--- src/rtl/md_pkg.sv ---
// Shared definitions for the multiply/divide unit: opcodes, FSM states, data width
// and the two's-complement sign helper used by the divide sign fix-up.
package md_pkg;

    localparam int MD_W = 32;

    localparam logic [2:0] OP_NONE  = 3'd0;
    localparam logic [2:0] OP_MULT  = 3'd1;
    localparam logic [2:0] OP_MULTU = 3'd2;
    localparam logic [2:0] OP_DIV   = 3'd3;
    localparam logic [2:0] OP_DIVU  = 3'd4;
    localparam logic [2:0] OP_MTHI  = 3'd5;
    localparam logic [2:0] OP_MTLO  = 3'd6;
    localparam logic [2:0] OP_RSVD  = 3'd7;

    typedef enum logic [1:0] {
        S_IDLE = 2'd0,
        S_MUL  = 2'd1,
        S_DIV  = 2'd2,
        S_FIX  = 2'd3
    } md_state_e;

    function automatic logic [MD_W-1:0] cond_neg(input logic [MD_W-1:0] a, input logic neg);
        return neg ? (~a + {{(MD_W-1){1'b0}}, 1'b1}) : a;
    endfunction

    // Low 64 bits of the product are identical for signed and unsigned once the
    // operands are extended accordingly.
    function automatic logic [2*MD_W-1:0] mul_ext(input logic [MD_W-1:0] a,
                                                  input logic [MD_W-1:0] b,
                                                  input logic            sgn);
        logic [2*MD_W-1:0] ax;
        logic [2*MD_W-1:0] bx;
        ax = {{MD_W{sgn & a[MD_W-1]}}, a};
        bx = {{MD_W{sgn & b[MD_W-1]}}, b};
        return ax * bx;
    endfunction

endpackage

--- src/rtl/md_divider.sv ---
// 32-bit unsigned restoring divide core: one quotient bit per step.
// The dividend is shifted out of the quotient register as quotient bits shift in.
module md_divider
    import md_pkg::*;
(
    input  logic            clk,
    input  logic            load,
    input  logic            step,
    input  logic [MD_W-1:0] dividend,
    input  logic [MD_W-1:0] divisor,
    output logic [MD_W-1:0] quotient,
    output logic [MD_W-1:0] remainder
);

    logic [MD_W-1:0] q_q;
    logic [MD_W-1:0] rem_q;
    logic [MD_W-1:0] dvs_q;
    logic [MD_W:0]   trial;
    logic [MD_W-1:0] diff;
    logic            ge;

    // Partial remainder never exceeds 2*divisor, so a 33-bit trial value suffices
    // and the 32-bit difference is exact whenever the subtraction is taken.
    assign trial = {rem_q, q_q[MD_W-1]};
    assign ge    = (trial >= {1'b0, dvs_q});
    assign diff  = trial[MD_W-1:0] - dvs_q;

    always_ff @(posedge clk) begin
        if (load) begin
            q_q   <= dividend;
            rem_q <= '0;
            dvs_q <= divisor;
        end else if (step) begin
            q_q   <= {q_q[MD_W-2:0], ge};
            rem_q <= ge ? diff : trial[MD_W-1:0];
        end
    end

    assign quotient  = q_q;
    assign remainder = rem_q;

endmodule

--- src/rtl/md_unit_ctrl.sv ---
// Multiply/divide sequencer owning HI/LO: fixed-latency multiply, 32-step divide
// plus one sign fix-up cycle, and the D-stage stall request for md-class hazards.
module md_unit_ctrl
    import md_pkg::*;
#(
    parameter int MULT_LAT  = 5,
    parameter int DIV_STEPS = 32
) (
    input  logic        clk,
    input  logic        reset,
    input  logic        start,
    input  logic [2:0]  op,
    input  logic [31:0] rs_e,
    input  logic [31:0] rt_e,
    input  logic        md_in_d,
    output logic        busy,
    output logic        stall,
    output logic [31:0] hi,
    output logic [31:0] lo
);

    md_state_e         state_q;
    logic [5:0]        cnt_q;
    logic              busy_q;
    logic [MD_W-1:0]   hi_q;
    logic [MD_W-1:0]   lo_q;
    logic [2*MD_W-1:0] prod_q;
    logic              sgn_a_q;
    logic              sgn_b_q;
    logic              div0_q;
    logic [MD_W-1:0]   raw_a_q;

    logic              div_load;
    logic              div_step;
    logic              is_sdiv;
    logic [MD_W-1:0]   div_a;
    logic [MD_W-1:0]   div_b;
    logic [MD_W-1:0]   quo;
    logic [MD_W-1:0]   rem;

    always_comb begin
        is_sdiv  = (op == OP_DIV);
        div_a    = cond_neg(rs_e, is_sdiv & rs_e[MD_W-1]);
        div_b    = cond_neg(rt_e, is_sdiv & rt_e[MD_W-1]);
        div_load = (state_q == S_IDLE) && start && (op == OP_DIV || op == OP_DIVU);
        div_step = (state_q == S_DIV);
    end

    md_divider u_div (
        .clk       (clk),
        .load      (div_load),
        .step      (div_step),
        .dividend  (div_a),
        .divisor   (div_b),
        .quotient  (quo),
        .remainder (rem)
    );

    always_ff @(posedge clk) begin
        if (reset) begin
            state_q <= S_IDLE;
            cnt_q   <= '0;
            busy_q  <= 1'b0;
            hi_q    <= '0;
            lo_q    <= '0;
        end else begin
            case (state_q)
                S_IDLE: begin
                    if (start) begin
                        case (op)
                            OP_MULT, OP_MULTU: begin
                                prod_q  <= mul_ext(rs_e, rt_e, op == OP_MULT);
                                cnt_q   <= 6'(MULT_LAT);
                                busy_q  <= 1'b1;
                                state_q <= S_MUL;
                            end
                            OP_DIV, OP_DIVU: begin
                                sgn_a_q <= is_sdiv & rs_e[MD_W-1];
                                sgn_b_q <= is_sdiv & rt_e[MD_W-1];
                                div0_q  <= (rt_e == '0);
                                raw_a_q <= rs_e;
                                cnt_q   <= 6'(DIV_STEPS);
                                busy_q  <= 1'b1;
                                state_q <= S_DIV;
                            end
                            OP_MTHI: hi_q <= rs_e;
                            OP_MTLO: lo_q <= rs_e;
                            OP_NONE, OP_RSVD: ;
                            default: ;
                        endcase
                    end
                end
                S_MUL: begin
                    cnt_q <= cnt_q - 6'd1;
                    if (cnt_q == 6'd1) begin
                        {hi_q, lo_q} <= prod_q;
                        busy_q       <= 1'b0;
                        state_q      <= S_IDLE;
                    end
                end
                S_DIV: begin
                    cnt_q <= cnt_q - 6'd1;
                    if (cnt_q == 6'd1) begin
                        state_q <= S_FIX;
                    end
                end
                S_FIX: begin
                    // Divide by zero returns all-ones quotient and the untouched dividend.
                    if (div0_q) begin
                        lo_q <= '1;
                        hi_q <= raw_a_q;
                    end else begin
                        lo_q <= cond_neg(quo, sgn_a_q ^ sgn_b_q);
                        hi_q <= cond_neg(rem, sgn_a_q);
                    end
                    busy_q  <= 1'b0;
                    state_q <= S_IDLE;
                end
                default: state_q <= S_IDLE;
            endcase
        end
    end

    assign busy  = busy_q;
    assign stall = md_in_d & (start | busy_q);
    assign hi    = hi_q;
    assign lo    = lo_q;

endmodule

--- config.mk ---
export PLATFORM = sky130hd
export DESIGN_NAME = md_unit_ctrl
export DESIGN_NICKNAME = d
export VERILOG_FILES = /design/src/rtl/md_pkg.sv /design/src/rtl/md_divider.sv /design/src/rtl/md_unit_ctrl.sv
export SDC_FILE = /design/constraint.sdc
export NUM_CORES = 2
export LEC_CHECK = 0
export ABC_AREA = 1
export ABC_CLOCK_PERIOD_IN_PS = 10900
export CAP_MARGIN = 15
export CORE_UTILIZATION = 56
export CTS_BUF_LIST = sky130_fd_sc_hd__clkbuf_4 sky130_fd_sc_hd__clkbuf_8 sky130_fd_sc_hd__clkbuf_16
export DETAILED_ROUTE_END_ITERATION = 6
export PLACE_DENSITY_LB_ADDON = 0.12
export SYNTH_ARGS = -nofsm -noshare
export SYNTH_HDL_FRONTEND = slang
export SYNTH_SLANG_ARGS = --single-unit
export TNS_END_PERCENT = 100
--- constraint.sdc ---
create_clock -name clk -period 10.9 [get_ports clk]
set_input_delay 2.725 -clock clk [delete_from_list [all_inputs] [get_ports clk]]
set_output_delay 2.725 -clock clk [all_outputs]
set_load 0.005 [all_outputs]
Yosys cells after proc, flatten, opt, wreduce, memory -nomap -nowiden
Cells that the tools add are included.
{ "totals": {"ff_bits": 268, "in_bits": 71, "output_inout_bits": 66, "word_cells": 98} }
{ "classes": {"add_sub_neg": 6, "multipliers": 1, "magnitude_cmp": 1, "eq_ne": 17, "n_mux": 29, "bitwise": 12, "n_reduce_logical": 19} }
{ "op_table": {"columns": ["operator", "count"], "rows": [
  ["32-bit 2-to-1 mux", 15],
  ["32-bit one-hot mux with 3 select lines", 2],
  ["32-bit by 1-bit adder with 32-bit output, second input constant", 4],
  ["32-bit inverter", 4],
  ["33-bit by 33-bit multiplier with 64-bit output", 1],
  ["33-bit by 32-bit greater-or-equal comparator with 1-bit output", 1],
  ["32-bit logical NOT", 1],
  ["32-bit subtractor", 1],
  ["6-bit one-hot mux with 2 select lines", 2],
  ["4-bit AND reduction", 6],
  ["3-bit == test, second input constant", 3],
  ["2-bit one-hot mux with 4 select lines", 1],
  ["3-bit by 2-bit == test with 1-bit output, second input constant", 2],
  ["6-bit by 1-bit == test with 1-bit output, second input constant", 1],
  ["2-bit 2-to-1 mux", 3],
  ["6-bit 2-to-1 mux", 1],
  ["2-bit by 1-bit != test with 1-bit output, second input constant", 3],
  ["2-bit != test, second input constant", 3],
  ["2-bit OR reduction", 3],
  ["6-bit by 1-bit subtractor with 6-bit output, second input constant", 1],
  ["1-bit AND", 5],
  ["2-bit == test, second input constant", 2],
  ["2-bit one-hot mux with 2 select lines", 1],
  ["2-bit nonzero test", 2],
  ["other kinds (14)", 17]
]} }

Depth between registers and ports, before layout
{ "logic_depth": {"depth_word": 5, "ltp_mapped": 32, "ltp_nobuf": 30} }

By module
A second synthesis with hierarchy kept.
{ "hier_totals": {"cells_unflattened": 7346, "hier_area_um2": 56937.1} }
{ "modules_own_cells": {"columns": ["mod", "instances", "cells_per_inst", "area_each_um2", "seq_area_each_um2"], "rows": [
  ["md_unit_ctrl", 1, 6386, 50363.3, 4434.3],
  ["md_divider", 1, 960, 6573.8, 2562.5]
]} }

Least setup slack after synthesis
OpenSTA, ideal clock, no wires.
{ "synth_path": {"path_type": "input -> register", "from": "in op[2]", "to": "reg prod_q[60] (data pin)", "setup_ps": 252, "arrival_time_ps": 9752, "required_time_ps": 10648, "path_slack_ps": 896, "path_stages": 28, "n_path_buf": 2, "path_cell_list": "inv_2 nand3_1 clkbuf_1 buf_1 nor2_1 fa_1 fa_1 fa_1 inv_1 fa_1 inv_1 fa_1 fa_1 inv_1 fa_1 fa_1 inv_1 ha_1 a21oi_1 nor2_1 nor2_1 o21ai_0 nand3_1 nand2_1 a21oi_1 nand2_1 nand2_1 nand2_1"} }
{ "synth_between": {"elab_chain_len": 3, "elab_cells_between_ends": 4, "cone_classes": "1 x mul; 1 x eq/ne; 2 x bitwise"} }
{ "synth_rtl": {"columns": ["element", "line", "rtl"], "rows": [
  ["from (decl)", "md_unit_ctrl.sv:12", "input logic [2:0] op,"],
  ["3-bit by 1-bit == test with 1-bit output (*)", "md_unit_ctrl.sv:72", "prod_q <= mul_ext(rs_e, rt_e, op == OP_MULT);"],
  ["1-bit AND (on tied branches)", "md_pkg.sv:34, md_pkg.sv:35", null],
  ["33-bit by 33-bit multiplier with 64-bit output (*)", "md_pkg.sv:36", "return ax * bx;"],
  ["to (signal assigned)", "md_unit_ctrl.sv:72", null],
  ["to (decl)", "md_unit_ctrl.sv:27", "logic [2*MD_W-1:0] prod_q;"]
]} }
Every way passes the cells marked *; elsewhere a longest branch is shown, timed or not.
A chain may end at the register's enable or synchronous reset.

Final worst setup path
{ "layout_path": {"from": "in rt_e[14]", "to": "reg prod_q[31] (data pin)"} }
{ "layout_between": {"elab_chain_len": 1} }
{ "layout_rtl": {"columns": ["element", "line", "rtl"], "rows": [
  ["from (decl)", "md_unit_ctrl.sv:14", "input logic [31:0] rt_e,"],
  ["33-bit by 33-bit multiplier with 64-bit output", "md_pkg.sv:36", null]
]} }
Every way passes these cells.

==> flow_summary.html <==
<table>
<tr><th>Metric</th><th>Value</th></tr>
<tr><th colspan="2">Synthesis</th></tr>
<tr><td>Area of the mapped netlist</td><td>57270 um^2</td></tr>
<tr><td>Unique masters post-synth</td><td>57</td></tr>
<tr><td>Post-Syn Nets</td><td>8927</td></tr>
<tr><td>Share of the yosys chip area belonging to registers</td><td>0.1222</td></tr>
<tr><td>Post-synthesis cell type with the largest combined area</td><td>fa_1</td></tr>
<tr><td>Count of flip-flops with a built-in enable after synthesis</td><td>163</td></tr>
<tr><td>Predominant post-synthesis flop cell</td><td>edfxtp_1</td></tr>
<tr><td>Yosys warnings</td><td>0</td></tr>
<tr><td>Register bit total from synthesis</td><td>268</td></tr>
<tr><td>Async set-reset flop share out of synthesis</td><td>0</td></tr>
<tr><td>Area contributors post-synth</td><td>fa_1 39%, nand2_1 13%, inv_1 12%, edfxtp_1 8.5%, ha_1 5.5%</td></tr>
<tr><td>Average footprint of a synthesized cell</td><td>about 7.7 um^2</td></tr>
<tr><td>Synth top area share</td><td>0.3936</td></tr>
<tr><td>Instance count of the mapped netlist</td><td>7476</td></tr>
<tr><th colspan="2">Drt</th></tr>
<tr><td>Per-cell routed wire length</td><td>23.09 um</td></tr>
<tr><td>Total via count in the routed design</td><td>49260</td></tr>
<tr><td>Met2 wire length</td><td>about 94000 um</td></tr>
<tr><td>Initial DRC count</td><td>4896</td></tr>
<tr><td>Highest layer used for signal routing</td><td>met5</td></tr>
<tr><td>Number of detailed-route iterations in the first pass</td><td>7</td></tr>
<tr><td>Met1 layer wirelength in the final routing</td><td>79970 um</td></tr>
<tr><td>Number of remaining DRC errors</td><td>1</td></tr>
<tr><td>Routed Antenna Nets</td><td>0</td></tr>
<tr><td>DR WL met3</td><td>20610 um</td></tr>
<tr><td>Final WL</td><td>about 200000 um</td></tr>
<tr><td>Drt via density</td><td>5.548</td></tr>
<tr><th colspan="2">Global route</th></tr>
<tr><td>Overall routing resource usage</td><td>0.4035</td></tr>
<tr><td>Via count of the first global-routing pass</td><td>50130</td></tr>
<tr><td>Wire length of the first global-routing pass</td><td>308600 um</td></tr>
<tr><td>Antenna violations before repair</td><td>14</td></tr>
<tr><td>Total congestion overflow after global routing</td><td>0</td></tr>
<tr><td>Maximum number of pins on one net before global-route repair</td><td>67</td></tr>
<tr><th colspan="2">Clock tree</th></tr>
<tr><td>Maximum root-to-sink buffer count</td><td>3</td></tr>
<tr><td>Clock transition at the registers of the reported paths</td><td>0.06 ns</td></tr>
<tr><td>Clock buffers created by TritonCTS</td><td>31</td></tr>
<tr><td>Clock Latency Late Sink</td><td>roughly 0.61 ns</td></tr>
<tr><td>H-tree depth</td><td>1</td></tr>
<tr><td>Clk Tree Root Cell</td><td>clkbuf_16</td></tr>
<tr><td>Cts hold-fix bufs</td><td>0</td></tr>
<tr><td># resized after CTS</td><td>0</td></tr>
<tr><td>Clock sink count</td><td>between 200 and 300</td></tr>
<tr><td>TritonCTS clock tree</td><td>done</td></tr>
<tr><td>Post-CTS Repair Setup Buffers</td><td>0</td></tr>
<tr><th colspan="2">STA</th></tr>
<tr><td>Max-slew violation count</td><td>0</td></tr>
<tr><td>Clk_skew</td><td>around 0.033 ns</td></tr>
<tr><td>Pin slew with the least headroom to its limit</td><td>1.179 ns</td></tr>
<tr><td>Worst hold-check slack</td><td>0.4792 ns</td></tr>
<tr><td>Setup repair after global routing missed its margin</td><td>no</td></tr>
<tr><td>Minimum clock period</td><td>roughly 11 ns</td></tr>
<tr><td>Final number of setup-violating endpoints</td><td>0</td></tr>
<tr><td>Share of the clock period used by the worst path after layout</td><td>0.9650</td></tr>
<tr><td>Final number of hold-violating endpoints</td><td>0</td></tr>
<tr><td>Max Clk Rate</td><td>between 90 and 100 MHz</td></tr>
<tr><td>Worst relative slew slack</td><td>0.2139</td></tr>
<tr><th colspan="2">Die</th></tr>
<tr><td>Chip Height</td><td>approximately 320 um</td></tr>
<tr><td>Placement Rows</td><td>116</td></tr>
<tr><td>Initial Util</td><td>0.5685</td></tr>
<tr><td>Horiz. Die Dim</td><td>about 320 um</td></tr>
<tr><td>Top-level I/O count</td><td>137</td></tr>
<tr><td>Floorplan die area</td><td>103500 um^2</td></tr>
<tr><td>Placeable core region</td><td>100700 um^2</td></tr>
<tr><th colspan="2">Flow run</th></tr>
<tr><td>Number of maximum-capacitance constraint violations</td><td>0</td></tr>
<tr><th colspan="2">Finish</th></tr>
<tr><td>Synthesis-to-layout area growth</td><td>7.549%</td></tr>
<tr><td>Non-filler instance count after layout</td><td>8879</td></tr>
<tr><td>Filler instances</td><td>9427</td></tr>
<tr><td>Post-layout net count</td><td>roughly 8900</td></tr>
<tr><td>Share of final-layout standard cells stronger than drive strength 1</td><td>0.05260</td></tr>
<tr><th colspan="2">Placed design</th></tr>
<tr><td>Final GP Congestion</td><td>1.034</td></tr>
<tr><td>Total of buffers placed on input and output ports</td><td>136</td></tr>
<tr><td>Placed cell count</td><td>8811</td></tr>
<tr><td>Post-DP HPWL</td><td>166300 um</td></tr>
<tr><th colspan="2">Outcome</th></tr>
<tr><td>Failing checks</td><td>DRC</td></tr>
<tr><td>Status</td><td>complete, but fails checks</td></tr>
<tr><th colspan="2">Worst setup path</th></tr>
<tr><td>CP max-delay cell</td><td>clkdlybuf4s50_1</td></tr>
<tr><td>Critical path's most frequent cell</td><td>fa_1</td></tr>
<tr><td>Kind of critical path</td><td>input pin to flop</td></tr>
<tr><td>Max Fanout on Critical Path</td><td>21</td></tr>
<tr><td>Worst path max stage delay</td><td>0.85 ns</td></tr>
<tr><td>Cell class contributing the biggest share of worst-path delay</td><td>adder cells</td></tr>
<tr><td>Nature of the critical path endpoint</td><td>flop</td></tr>
<tr><td>Crit start category</td><td>input pin</td></tr>
<tr><td>Data arrival time of the worst path</td><td>10.86 ns</td></tr>
<tr><td>Required @ worst endpoint</td><td>11.24 ns</td></tr>
<tr><td>Number of buffers and inverters on the critical path</td><td>9</td></tr>
<tr><th colspan="2">Worst hold path</th></tr>
<tr><td>Type of the most critical hold path</td><td>flop to flop</td></tr>
</table>
==> synthesized netlist by cell type (35+ instances only) <==
master and count:
nor3_1 35, ha_1 254, dfxtp_1 105, nand4_1 41
o21ai_0 182, nor3b_1 40, buf_2 41, nand2_1 2013
nor2_1 452, inv_1 1859, fa_1 1126, edfxtp_1 163
a21oi_1 208, clkbuf_1 237, nand3_1 283, xor2_1 73
buf_1 50
==> final timing paths <==
kind,start,endpoint,slack (ns),cells past startpoint
worst max-delay path,rt_e[14],prod_q[31]$_DFFE_PP_,0.38,26
worst min-delay path,cnt_q[5]$_SDFFE_PP0P_,cnt_q[5]$_SDFFE_PP0P_,0.48,2
worst max register to register,state_q[1]$_SDFFE_PP0P_,lo[13]$_SDFFE_PP0P_,7.23,8
worst min register to register,cnt_q[5]$_SDFFE_PP0P_,cnt_q[5]$_SDFFE_PP0P_,0.48,2
==> layout make-up <==
class	instances	area, um^2	area share
well taps	1357	1698	0.02757
multi-input cells	4973	41770	0.6782
inverters	1890	7094	0.1152
flip-flops and latches	268	6997	0.1136
clock buffers	44	920.9	0.01495
diodes	13	32.53	0.0005282
repair buffers	323	2923	0.04746
clock inverters	11	152.6	0.002478
==> tightest hold or removal path, cell delays in order (launching register included) <==
cell     delay, ns
dfxtp_1       0.32
nand2_1       0.06
a21oi_1       0.05
==> registers in the layout (all words and copies together) (netlist names), 2 cells and up <==
register         flops
prod_q              64
hi                  32
lo                  32
raw_a_q             32
u_div.dvs_q         32
u_div.quotient      32
u_div.remainder     32
cnt_q                6
state_q              2
==> cell families after synthesis <==
family / synth area share
AOI/OAI and AO/OA: 0.04922
xor gates and xnor gates: 0.01634
adders and majority gates: 0.4491
buffers and inverters: 0.1490
DFF: 0.1222
and+or+nand+nor: 0.2142
==> cells in the final DEF, fill, tap and decap left out, drive strengths merged, types with 24 or more instances in the layout <==
cell type and instances:
nand2 2031, dfxtp 105, clkbuf 44, xor2 73, o21ai 211, clkdlybuf4s50 100
buf 223, nor3b 40, nand3 303, nor2 476, edfxtp 163, nor3 41
a31oi 24, inv 1889, fa 1126, a21oi 211, nand4 43, xnor2 33
ha 254
==> stage by stage <==
stage          utilization  setup TNS (ns)  instance area [um^2]  setup WS, ns
4_1_cts             0.6111               0                 61560        0.5934
3_5_place_dp        0.6005       -0.002848                 60480     -0.002848
2_1_floorplan            -               0                 57270        0.8962
5_1_grt             0.6112               0                 61560        0.3191
6_report            0.6115               0                 61590        0.3816
3_3_place_gp        0.6005               0                 60480      0.009587
==> layer usage <==
layer | vias to the layer above | global-route usage
met1 | 24290 | 0.5361
met2 | 2587 | 0.6462
met3 | 488 | 0.07646
met5 | - | 0
li1 | 21890 | -
met4 | 6 | 0.1741
Power is not shown: default switching activity piles up to over one toggle a cycle in this logic, so the estimate is an artifact.
